`src/rtl/victim_buffer_pkg.sv`:
```
// victim_buffer_pkg: shared types and default sizes for the victim buffer
package victim_buffer_pkg;
    typedef logic [11:0] lc3b_vtag;
    typedef enum logic {VB_IDLE, VB_WB} vb_state_t;
    localparam int VB_WIDTH = 128;
    localparam int VB_DEPTH = 16;
    localparam int VB_TAG_W = 12;
endpackage

```
`src/rtl/victim_buffer_if.sv`:
```
// victim_buffer_if: insert, lookup and write-back signals between L1 and the victim buffer
interface victim_buffer_if
    import victim_buffer_pkg::*;
#(
    parameter int WIDTH = VB_WIDTH,
    parameter int DEPTH = VB_DEPTH,
    parameter int TAG_W = VB_TAG_W
);
    logic                     ins_valid;
    logic [TAG_W-1:0]         ins_tag;
    logic [WIDTH-1:0]         ins_data;
    logic                     ins_dirty;
    logic                     ins_ready;
    logic [TAG_W-1:0]         lk_tag;
    logic                     lk_hit;
    logic [WIDTH-1:0]         lk_data;
    logic                     lk_dirty;
    logic                     lk_take;
    logic                     wb_valid;
    logic [TAG_W-1:0]         wb_tag;
    logic [WIDTH-1:0]         wb_data;
    logic                     wb_ready;
    logic [$clog2(DEPTH):0]   count;
    modport master (
        output ins_valid, ins_tag, ins_data, ins_dirty, lk_tag, lk_take, wb_ready,
        input  ins_ready, lk_hit, lk_data, lk_dirty, wb_valid, wb_tag, wb_data, count
    );
    modport slave (
        input  ins_valid, ins_tag, ins_data, ins_dirty, lk_tag, lk_take, wb_ready,
        output ins_ready, lk_hit, lk_data, lk_dirty, wb_valid, wb_tag, wb_data, count
    );
endinterface

```
`src/rtl/victim_buffer_line_array.sv`:
```
// victim_line_array: line data storage, one write port, every line readable in parallel
module victim_line_array #(
    parameter int WIDTH = 128,
    parameter int DEPTH = 16
) (
    input  logic                           clk,
    input  logic                           i_we,
    input  logic [$clog2(DEPTH)-1:0]       i_waddr,
    input  logic [WIDTH-1:0]               i_wdata,
    output logic [DEPTH-1:0][WIDTH-1:0]    o_lines
);
    logic [DEPTH-1:0][WIDTH-1:0] r_mem;
    always_ff @(posedge clk) begin
        if (i_we) r_mem[i_waddr] <= i_wdata;
    end
    assign o_lines = r_mem;
endmodule

```
`src/rtl/victim_buffer.sv`:
```
// victim_buffer: fully-associative victim buffer with round-robin replacement and dirty write-back
module victim_buffer
    import victim_buffer_pkg::*;
#(
    parameter int WIDTH = VB_WIDTH,
    parameter int DEPTH = VB_DEPTH,
    parameter int TAG_W = VB_TAG_W
) (
    input  logic            clk,
    input  logic            rst,
    victim_buffer_if.slave  bus
);
    localparam int IW = $clog2(DEPTH);

    logic [DEPTH-1:0]            r_valid, r_dirty;
    logic [TAG_W-1:0]            r_tag [DEPTH];
    logic [IW-1:0]               r_rr;
    vb_state_t                   r_state;
    logic                        r_ins_ready, r_wb_valid;
    logic [TAG_W-1:0]            r_hold_tag;
    logic [WIDTH-1:0]            r_hold_data;
    logic                        r_hold_dirty;

    logic [DEPTH-1:0][WIDTH-1:0] w_lines;
    logic [DEPTH-1:0]            w_lk_match, w_ins_match, w_vtake, w_valid_n, w_dirty_n;
    logic [IW-1:0]               w_lk_idx, w_dup_idx, w_free_idx, w_widx;
    logic [IW:0]                 w_count;
    logic                        w_lk_hit, w_take, w_dup, w_full, w_accept, w_evict, w_drain;
    logic                        w_we, w_wdirty, w_rr_adv;
    logic [TAG_W-1:0]            w_wtag;
    logic [WIDTH-1:0]            w_wdata;
    vb_state_t                   w_state_n;

    victim_line_array #(.WIDTH(WIDTH), .DEPTH(DEPTH)) u_lines (
        .clk     (clk),
        .i_we    (w_we),
        .i_waddr (w_widx),
        .i_wdata (w_wdata),
        .o_lines (w_lines)
    );

    // Insert-side matching sees the valid bits after any same-cycle take.
    always_comb begin
        w_lk_match  = '0;
        w_ins_match = '0;
        w_lk_idx    = '0;
        w_dup_idx   = '0;
        w_free_idx  = '0;
        w_count     = '0;
        for (int i = 0; i < DEPTH; i++) begin
            w_lk_match[i] = r_valid[i] && r_tag[i] == bus.lk_tag;
            w_lk_idx      = w_lk_match[i] ? IW'(i) : w_lk_idx;
            w_count       = w_count + (IW+1)'(r_valid[i]);
        end
        w_lk_hit = |w_lk_match;
        w_take   = bus.lk_take && w_lk_hit;
        w_vtake  = w_take ? r_valid & ~w_lk_match : r_valid;
        for (int i = DEPTH - 1; i >= 0; i--) begin
            w_ins_match[i] = w_vtake[i] && r_tag[i] == bus.ins_tag;
            w_dup_idx      = w_ins_match[i] ? IW'(i) : w_dup_idx;
            w_free_idx     = w_vtake[i] ? w_free_idx : IW'(i);
        end
        w_dup  = |w_ins_match;
        w_full = &w_vtake;
    end

    always_comb begin
        w_accept  = r_state == VB_IDLE && bus.ins_valid;
        w_evict   = w_accept && !w_dup && w_full && r_dirty[r_rr];
        w_drain   = r_state == VB_WB && bus.wb_ready;
        w_we      = (w_accept && !w_evict) || w_drain;
        w_widx    = w_drain ? r_rr : w_dup ? w_dup_idx : !w_full ? w_free_idx : r_rr;
        w_wdata   = w_drain ? r_hold_data : bus.ins_data;
        w_wtag    = w_drain ? r_hold_tag : bus.ins_tag;
        w_wdirty  = w_drain ? r_hold_dirty : w_dup ? (r_dirty[w_dup_idx] | bus.ins_dirty) : bus.ins_dirty;
        w_rr_adv  = w_drain || (w_accept && !w_dup && w_full && !r_dirty[r_rr]);
        w_state_n = w_evict ? VB_WB : w_drain ? VB_IDLE : r_state;
        w_valid_n = w_vtake;
        w_dirty_n = r_dirty & w_vtake;
        if (w_we) begin
            w_valid_n[w_widx] = 1'b1;
            w_dirty_n[w_widx] = w_wdirty;
        end
    end

    always_ff @(posedge clk) begin
        if (rst) begin
            r_valid     <= '0;
            r_dirty     <= '0;
            r_rr        <= '0;
            r_state     <= VB_IDLE;
            r_ins_ready <= 1'b1;
            r_wb_valid  <= 1'b0;
        end else begin
            r_valid     <= w_valid_n;
            r_dirty     <= w_dirty_n;
            r_rr        <= r_rr + IW'(w_rr_adv);
            r_state     <= w_state_n;
            r_ins_ready <= w_state_n == VB_IDLE;
            r_wb_valid  <= w_state_n == VB_WB;
        end
    end

    always_ff @(posedge clk) begin
        if (w_we) r_tag[w_widx] <= w_wtag;
        if (w_evict) begin
            r_hold_tag   <= bus.ins_tag;
            r_hold_data  <= bus.ins_data;
            r_hold_dirty <= bus.ins_dirty;
        end
    end

    assign bus.ins_ready = r_ins_ready;
    assign bus.wb_valid  = r_wb_valid;
    assign bus.wb_tag    = r_tag[r_rr];
    assign bus.wb_data   = w_lines[r_rr];
    assign bus.lk_hit    = w_lk_hit;
    assign bus.lk_data   = w_lk_hit ? w_lines[w_lk_idx] : '0;
    assign bus.lk_dirty  = w_lk_hit && r_dirty[w_lk_idx];
    assign bus.count     = w_count;
endmodule

```
`src/flat_wrapper.sv`:
```
// flat-port wrapper written by rule: the top's interface ports become plain ports
module victim_buffer_flat import victim_buffer_pkg::*;
#(
    parameter int WIDTH = VB_WIDTH,
    parameter int DEPTH = VB_DEPTH,
    parameter int TAG_W = VB_TAG_W
)
  (clk, rst, bus_ins_valid, bus_ins_tag, bus_ins_data, bus_ins_dirty, bus_lk_tag, bus_lk_take, bus_wb_ready, bus_ins_ready, bus_lk_hit, bus_lk_data, bus_lk_dirty, bus_wb_valid, bus_wb_tag, bus_wb_data, bus_count);
  victim_buffer_if #(.WIDTH(WIDTH), .DEPTH(DEPTH), .TAG_W(TAG_W)) bus_i ();
  input  logic clk;
  input  logic rst;
  input wire logic [$bits(bus_i.ins_valid)-1:0] bus_ins_valid;
  input wire logic [$bits(bus_i.ins_tag)-1:0] bus_ins_tag;
  input wire logic [$bits(bus_i.ins_data)-1:0] bus_ins_data;
  input wire logic [$bits(bus_i.ins_dirty)-1:0] bus_ins_dirty;
  input wire logic [$bits(bus_i.lk_tag)-1:0] bus_lk_tag;
  input wire logic [$bits(bus_i.lk_take)-1:0] bus_lk_take;
  input wire logic [$bits(bus_i.wb_ready)-1:0] bus_wb_ready;
  output wire logic [$bits(bus_i.ins_ready)-1:0] bus_ins_ready;
  output wire logic [$bits(bus_i.lk_hit)-1:0] bus_lk_hit;
  output wire logic [$bits(bus_i.lk_data)-1:0] bus_lk_data;
  output wire logic [$bits(bus_i.lk_dirty)-1:0] bus_lk_dirty;
  output wire logic [$bits(bus_i.wb_valid)-1:0] bus_wb_valid;
  output wire logic [$bits(bus_i.wb_tag)-1:0] bus_wb_tag;
  output wire logic [$bits(bus_i.wb_data)-1:0] bus_wb_data;
  output wire logic [$bits(bus_i.count)-1:0] bus_count;
  assign bus_i.ins_valid = bus_ins_valid;
  assign bus_i.ins_tag = bus_ins_tag;
  assign bus_i.ins_data = bus_ins_data;
  assign bus_i.ins_dirty = bus_ins_dirty;
  assign bus_i.lk_tag = bus_lk_tag;
  assign bus_i.lk_take = bus_lk_take;
  assign bus_i.wb_ready = bus_wb_ready;
  assign bus_ins_ready = bus_i.ins_ready;
  assign bus_lk_hit = bus_i.lk_hit;
  assign bus_lk_data = bus_i.lk_data;
  assign bus_lk_dirty = bus_i.lk_dirty;
  assign bus_wb_valid = bus_i.wb_valid;
  assign bus_wb_tag = bus_i.wb_tag;
  assign bus_wb_data = bus_i.wb_data;
  assign bus_count = bus_i.count;
  victim_buffer #(.WIDTH(WIDTH), .DEPTH(DEPTH), .TAG_W(TAG_W)) u_core (.clk(clk), .rst(rst), .bus(bus_i));
endmodule
```
`config.mk`:
```
export PLATFORM = sky130hd
export DESIGN_NAME = victim_buffer_flat
export DESIGN_NICKNAME = d
export VERILOG_FILES = /design/src/rtl/victim_buffer_pkg.sv /design/src/rtl/victim_buffer_if.sv /design/src/rtl/victim_buffer_line_array.sv /design/src/rtl/victim_buffer.sv /design/src/flat_wrapper.sv
export SDC_FILE = /design/constraint.sdc
export NUM_CORES = 2
export LEC_CHECK = 0
export ABC_AREA = 1
export BUFFER_PORTS_ARGS = -buffer_cell sky130_fd_sc_hd__buf_2
export CAP_MARGIN = 20
export CORE_MARGIN = 10
export CORE_UTILIZATION = 42
export DETAILED_ROUTE_END_ITERATION = 12
export PLACE_DENSITY = 0.54
export SETUP_SLACK_MARGIN = 0.05
export SYNTH_ARGS = -nofsm -noshare
export SYNTH_HDL_FRONTEND = slang
export SYNTH_SLANG_ARGS = --single-unit
export TNS_END_PERCENT = 20
```
`constraint.sdc`:
```
create_clock -name clk -period 23.4 [get_ports clk]
set_input_delay 4.68 -clock clk [delete_from_list [all_inputs] [get_ports clk]]
set_output_delay 4.68 -clock clk [all_outputs]
set_load 0.03 [all_outputs]
```
Word level (Yosys, flattened, before mapping)
Memory sizes are Yosys's and may differ from the RTL's. A register that Yosys moved wholly into a read port is not among the register bits.
Cells that the tools add are included.
{ "totals": {"ff_bits": 2227, "ramBits": 192, "output_inout_bits": 277, "n_memories": 1, "word_cells": 214, "in_bits": 158} }
{ "mem_list": {"columns": ["memory", "words", "width", "rd", "rd_ports_with_merged_regs", "wr", "line", "source"], "rows": [
  ["u_core.r_tag", 16, 12, 17, 1, 1, "victim_buffer.sv:16", "logic [TAG_W-1:0] r_tag [DEPTH];"]
]} }
{ "op_classes": {"muxes": 79, "n_lt_le_gt_ge": 5, "reduce_logical": 50, "add_sub_neg": 16, "n_eq_ne": 32, "bitwise": 7} }
{ "op_table": {"columns": ["op", "count"], "rows": [
  ["$bwmux W2048", 1],
  ["$bmux W128 S4", 2],
  ["$mux W128", 5],
  ["$demux W128 S4", 1],
  ["$eq A12 B12 Y1", 32],
  ["$mux W4", 50],
  ["$add A5 B1 Y5", 14],
  ["$mux W16", 3],
  ["$logic_and A1 B1 Y1", 42],
  ["$and A16 B16 Y16", 2],
  ["$reduce_or A16 Y1", 2],
  ["$lt A4 B5 Y1 const B", 4],
  ["$bwmux W16", 1],
  ["$not A16 Y16", 1],
  ["$or A16 B16 Y16", 1],
  ["$reduce_and A16 Y1", 1],
  ["$bmux W1 S4", 3],
  ["$mux W12", 1],
  ["$mux W1", 11],
  ["$add A4 B1 Y4", 1],
  ["$demux W1 S4", 1],
  ["$ge A4 B1 Y1 const B", 1],
  ["$logic_not A1 Y1", 3],
  ["$add A1 B1 Y2", 1],
  ["other kinds (3)", 5]
]} }

Depth between registers and ports, before layout
An unclocked memory read counts as a cell.
{ "logic_depth": {"ltp_word": 31, "mapped_depth": 39, "ltp_nobuf": 36} }

Cells and area by module
From an unflattened synthesis, not the netlist that was laid out.
{ "unflattened": {"cells_unflattened": 11979, "hier_area_um2": 118731.4} }
{ "modules_own_cells": {"columns": ["module", "seq_area_each_um2", "area_each_um2", "cells_each", "n_inst"], "rows": [
  ["victim_line_array", 61499.0, 61609.1, 2076, 1],
  ["victim_buffer", 10760.3, 57122.3, 9903, 1]
]} }

Worst setup path after synthesis
OpenSTA, ideal clock, no wires.
{ "synth_path": {"kind": "input port to flip-flop", "start": "input port bus_lk_tag[1]", "end": "memory u_core.r_tag[5][0] (netlist name) (enable)", "path_buffers": 3, "setup_ps": 876, "setup_slack_ps": 9626, "arrival_ps": 12898, "stages": 28, "required_time_ps": 22524, "cell_sequence": "buf_2 > buf_6 > xor2_1 > nor2_1 > nand2_1 > nor2_1 > nand3_1 > nand2_1 > inv_2 > nand2_1 > nor2_4 > a21oi_4 > buf_6 > nand3_1 > nand2_2 > inv_2 > nand4_4 > nand2_2 > nor2_4 > nand2_4 > nor2_4 > nand4_1 > a21oi_2 > o21ai_1 > nand2_1 > nor2_2 > nand4_1 > inv_1"} }
{ "synth_via": {"word_cells_on_any_way": 99, "classes_between": "eq/ne: 16; mux: 38; bitwise: 2; reduce/logical: 43"} }
{ "synth_lines": {"columns": ["item", "line", "source"], "rows": [
  ["start: declaration", "flat_wrapper.sv:16", "input wire logic [$bits(bus_i.lk_tag)-1:0] bus_lk_tag;"],
  ["$eq A12 B12 Y1", "victim_buffer.sv:51", "w_lk_match[i] = r_valid[i] && r_tag[i] == bus.lk_tag;"],
  ["$logic_and A1 B1 Y1", "victim_buffer.sv:51", null],
  ["$reduce_or A16 Y1 or $not A16 Y16 (tied branches)", "victim_buffer.sv:55, victim_buffer.sv:57", null],
  ["$logic_and A1 B1 Y1 or $and A16 B16 Y16 (tied branches)", "victim_buffer.sv:56, victim_buffer.sv:57", null],
  ["$mux W16 (*)", "victim_buffer.sv:57", "w_vtake = w_take ? r_valid & ~w_lk_match : r_valid;"],
  ["$logic_and A1 B1 Y1", "victim_buffer.sv:59", "w_ins_match[i] = w_vtake[i] && r_tag[i] == bus.ins_tag;"],
  ["$reduce_or A16 Y1", "victim_buffer.sv:63", "w_dup = |w_ins_match;"],
  ["$logic_not A1 Y1", "victim_buffer.sv:69", "w_evict = w_accept && !w_dup && w_full && r_dirty[r_rr];"],
  ["$logic_and A1 B1 Y1", "victim_buffer.sv:69", null],
  ["$logic_and A1 B1 Y1 (*) (2 in a row)", "victim_buffer.sv:69", null],
  ["via u_core.w_evict", "victim_buffer.sv:28", "logic w_lk_hit, w_take, w_dup, w_full, w_accept, w_evict, w_drain;"],
  ["$logic_not A1 Y1 (*)", "victim_buffer.sv:71", "w_we = (w_accept && !w_evict) || w_drain;"],
  ["$logic_and A1 B1 Y1 (*)", "victim_buffer.sv:71", null],
  ["$logic_or A1 B1 Y1 (*)", "victim_buffer.sv:71", null],
  ["$mux W1 (*)", "victim_buffer.sv:105", "if (w_we) r_tag[w_widx] <= w_wtag;"],
  ["$mux W1 (implied by the code) (*)", "victim_buffer.sv:105", null],
  ["end: declaration", "victim_buffer.sv:16", null]
]} }
The timed path passes the listed nets; every way through them passes the cells marked *.

Worst setup path in the final report
{ "layout_path": {"start": "input port bus_lk_tag[0]", "end": "output port bus_lk_data[82]"} }
{ "layout_via": {"elab_chain_cells": 20, "word_cells_on_any_way": 51, "classes_between": "eq/ne: 16; mux: 18; reduce/logical: 17"} }
{ "layout_lines": {"columns": ["item", "line", "source"], "rows": [
  ["$eq A12 B12 Y1", "victim_buffer.sv:51", null],
  ["$logic_and A1 B1 Y1", "victim_buffer.sv:51", null],
  ["$mux W1", "victim_buffer.sv:52", "w_lk_idx = w_lk_match[i] ? IW'(i) : w_lk_idx;"],
  ["$mux W4 (14 in a row)", "victim_buffer.sv:52", null],
  ["$bmux W128 S4", "victim_buffer.sv:118", "assign bus.lk_data = w_lk_hit ? w_lines[w_lk_idx] : '0;"],
  ["$mux W128 (implied by the code)", "victim_buffer.sv:118", null],
  ["$mux W128 (*)", "victim_buffer.sv:118", null],
  ["end: declaration", "flat_wrapper.sv:21", "output wire logic [$bits(bus_i.lk_data)-1:0] bus_lk_data;"]
]} }
Every way passes the cells marked *; elsewhere a longest branch is shown, timed or not. The select of a mux whose other input is x is not followed.

==> results.sh <==
export IMPL_status="complete, no violations"
export IMPL_synthFlopType="edfxtp_1"
export IMPL_cp_end_kind="output pin"
export IMPL_ir_drop_mv=0.0579
export IMPL_cp_top_family="buffers and inverters"
export IMPL_yosys_area_share_simple_pct=12.9
export IMPL_power_density_nw_per_um2=70.9
export IMPL_initial_core_util_pct=42.2
export IMPL_finalSetupViolCount=0
export IMPL_fin_cells=15800
export IMPL_cp_start_kind="primary input"
export IMPL_clk_latency_ns=0.90
export IMPL_finalClockSkew_ns=0.0367
export IMPL_track_usage_pct=29.2
export IMPL_root_buffer="clkbuf_16"
export IMPL_r2r_start="u_core.r_tag[15][11]"
export IMPL_hp_class="flip-flop to flip-flop"
export IMPL_wirelength_um=472000
export IMPL_synth_xor_area_share_pct=1.41
export IMPL_antenna_found_initial=45
export IMPL_syn_nets=12200
export IMPL_drt_drc_violations_left=0
export IMPL_drt_iter0_markers=14000
export IMPL_postRouteAntennaNets=0
export IMPL_synth_yosys_seq_area_share_pct=60.7
export IMPL_cp_required_ns=18.72
export IMPL_area_growth_pct=11.2
export IMPL_port_buffers=434
export IMPL_final_cell_mix="edfxtp_1, o21ai_0, nand2_1"
export IMPL_use_met1_pct=39.8
export IMPL_clkSinkCount=2419
export IMPL_grt_pass1_vias=96300
export IMPL_maxCapViolCount=0
export IMPL_crit_type="primary input to output pin"
export IMPL_synth_top_family_by_area="compound AO/OA/AOI/OAI gates"
export IMPL_arrival_ns=12.19
export IMPL_dieHeight_um=552
export IMPL_gp_congestion=0.925
export IMPL_place_hpwl_um=254000
export IMPL_ys_ff_latch=2419
export IMPL_slowest_delay_ns=0.92
export IMPL_post_cts_buffers=0
export IMPL_dr_pass1_iters=7
export IMPL_power_mw=9.39
export IMPL_pre_cts_ws_ns=6.74
export IMPL_synth_compound_gate_area_share_pct=19.7
export IMPL_worstHoldStart="u_core.r_dirty[2]"
export IMPL_grt_use_met2_pct=44.3
export IMPL_synth_area_per_cell_um2=9.92
export IMPL_grt_first_pass_wirelength_um=669000
export IMPL_ys_warn_count=0
export IMPL_drive_gt1_share_pct=9.45
export IMPL_worst_pin_slew_ns=1.43
export IMPL_cts_buffer_depth=4
export IMPL_clock_fmax_mhz=59.3
export IMPL_top_usage_layer="met2"
export IMPL_startpoint="bus_lk_tag[0]"
export IMPL_coreArea_um2=282000
export IMPL_io_pins=435
export IMPL_use_met3_pct=6.08
export IMPL_maxSlewViolCount=0
export IMPL_cts_tree="built"
export IMPL_synth_area_um2=119000
export IMPL_layout_commonest_cell="edfxtp_1"
export IMPL_tns_ns=0
export IMPL_cts_resized=0
export IMPL_hold_viol=0
export IMPL_layout_setup_ws_ns=6.53
export IMPL_synthAdderAreaFrac_pct=0.242
export IMPL_crit_slowest_cell="buf_4"
export IMPL_path_buf_inv=8
export IMPL_num_rows=195
export IMPL_leakagePower_nw=46.8
export IMPL_layout_nets=12100
export IMPL_placedCellCount=15300
export IMPL_crit_top_cell="nand2_1"
export IMPL_synth_distinct_cells=60
export IMPL_fp_dieW_um=552
export IMPL_viasPerCell=6.32
export IMPL_grt_overflow_total=0
export IMPL_synth_cells=12000
export IMPL_cts_buffers=278
export IMPL_cts_hold_fix_buffers=0
export IMPL_h_tree_depth=5
export IMPL_rsz0062_at_grt="no"
export IMPL_synthMuxAreaShare_pct=0.0168
export IMPL_grt_max_degree=251
export IMPL_die_area_um2=305000
export IMPL_fin_crit_sh_pct=72.1
export IMPL_layout_min_cycle_time_ns=16.87
export IMPL_vias=100000
export IMPL_critPathMaxFanout=106
export IMPL_cts_clk_slew_worst_paths_ns=0.06
export IMPL_avgRoutedWirePerCell_um=29.8
export IMPL_slew_headroom_pct=4.95
export IMPL_synthArstFlopShare_pct=0
export IMPL_synth_edf_count=2381
==> per-stage QoR <==
stage / hold slack (ns) / util [%] / instance area (um^2)
after global placement: 0.522 / 43.8 / 123000
after detailed placement: 0.524 / 43.8 / 123000
final: 0.543 / 46.9 / 132000
after floorplan: 0.491 / - / 119000
after global routing: 0.576 / 46.9 / 132000
after CTS: 0.535 / 46.8 / 132000
==> worst paths after layout <==
check        cells after the start                            to  slack [ns]
min reg2reg                      4             u_core.r_dirty[2]        0.54
min                              4             u_core.r_dirty[2]        0.54
max reg2reg                     27  u_core.u_lines.o_lines[1158]       15.36
max                             28               bus_lk_data[82]        6.53
==> report_power, final <==
group	internal [mW]	leakage, nW	switching [mW]
clock network	2.42	4.22	1.79
registers	4.80	21.8	0.0169
logic	0.0826	20.7	0.271
total	7.31	46.8	2.08
==> cells by family (layout without fill, tap and decap cells) <==
family,Yosys count,after routing
compound gates,3997,3997
xor+xnor,191,191
fa+ha+maj,17,17
buf+inv,1506,1606
flops,2419,2419
simple gates,3859,3859
other cells,0,15
mux,2,2
==> worst min-delay path, delay by kind of cell (launching register included) <==
family,cells,cell delay (ns)
flip-flops,1,0.31
AND/OR/NAND/NOR,3,0.16
AO/OA/AOI/OAI,1,0.03
==> area by class of cell <==
| type | count | area, um^2 |
|---|---|---|
| well taps | 3743 | 4680 |
| repair buffers | 594 | 3670 |
| clock buffers | 348 | 7540 |
| diodes | 15 | 37.5 |
| clock inverters | 143 | 1060 |
| inverters | 521 | 2150 |
| fillers | 25900 | 150000 |
| flip-flops and latches | 2419 | 72300 |
| multi-input cells | 8066 | 40900 |
==> per-layer routing <==
layer,wire length [um],vias to the layer above
met5,162,-
met4,24200,26
met3,50900,1177
met2,207000,6471
met1,190000,49200
li1,-,43300
==> state kept, by name, indices dropped and copies added, names as in the netlist <==
signal,cells
u_core.r_dirty,16
u_core.r_hold_dirty,1
u_core.r_hold_data,128
u_core.r_tag,192
u_core.r_hold_tag,12
u_core.r_rr,4
u_core.u_lines.o_lines,2048
u_core.r_valid,16
u_core.bus.ins_ready,1
u_core.r_state,1
==> cell usage after synthesis, types with 8 or more instances <==
| cell type | instances | area [um^2] |
|---|---|---|
| edfxtp_1 | 2381 | 71500 |
| buf_4 | 12 | 90.1 |
| nor3_1 | 20 | 100 |
| a31oi_1 | 17 | 106 |
| o31ai_1 | 14 | 105 |
| dfxtp_1 | 38 | 761 |
| nand4_1 | 55 | 344 |
| o21ai_0 | 2096 | 10500 |
| a221oi_1 | 8 | 70.1 |
| nor4_1 | 23 | 144 |
| fa_1 | 10 | 200 |
| a32o_1 | 113 | 1130 |
| o221ai_1 | 299 | 2620 |
| clkbuf_1 | 829 | 3110 |
| inv_1 | 485 | 1820 |
| o311ai_0 | 87 | 762 |
| a21oi_1 | 710 | 3550 |
| nand2_1 | 1842 | 6910 |
| o211ai_1 | 288 | 2160 |
| inv_2 | 30 | 113 |
| nor2_1 | 1530 | 5740 |
| nand2_2 | 11 | 68.8 |
| or2_2 | 79 | 494 |
| o22ai_1 | 310 | 1940 |
| buf_6 | 16 | 180 |
| buf_2 | 49 | 245 |
| xor2_1 | 112 | 981 |
| a21oi_2 | 12 | 105 |
| o32ai_1 | 14 | 123 |
| nand3_1 | 278 | 1390 |
| buf_1 | 79 | 297 |
| xnor2_1 | 79 | 692 |
(Power assumes the default switching activity.)
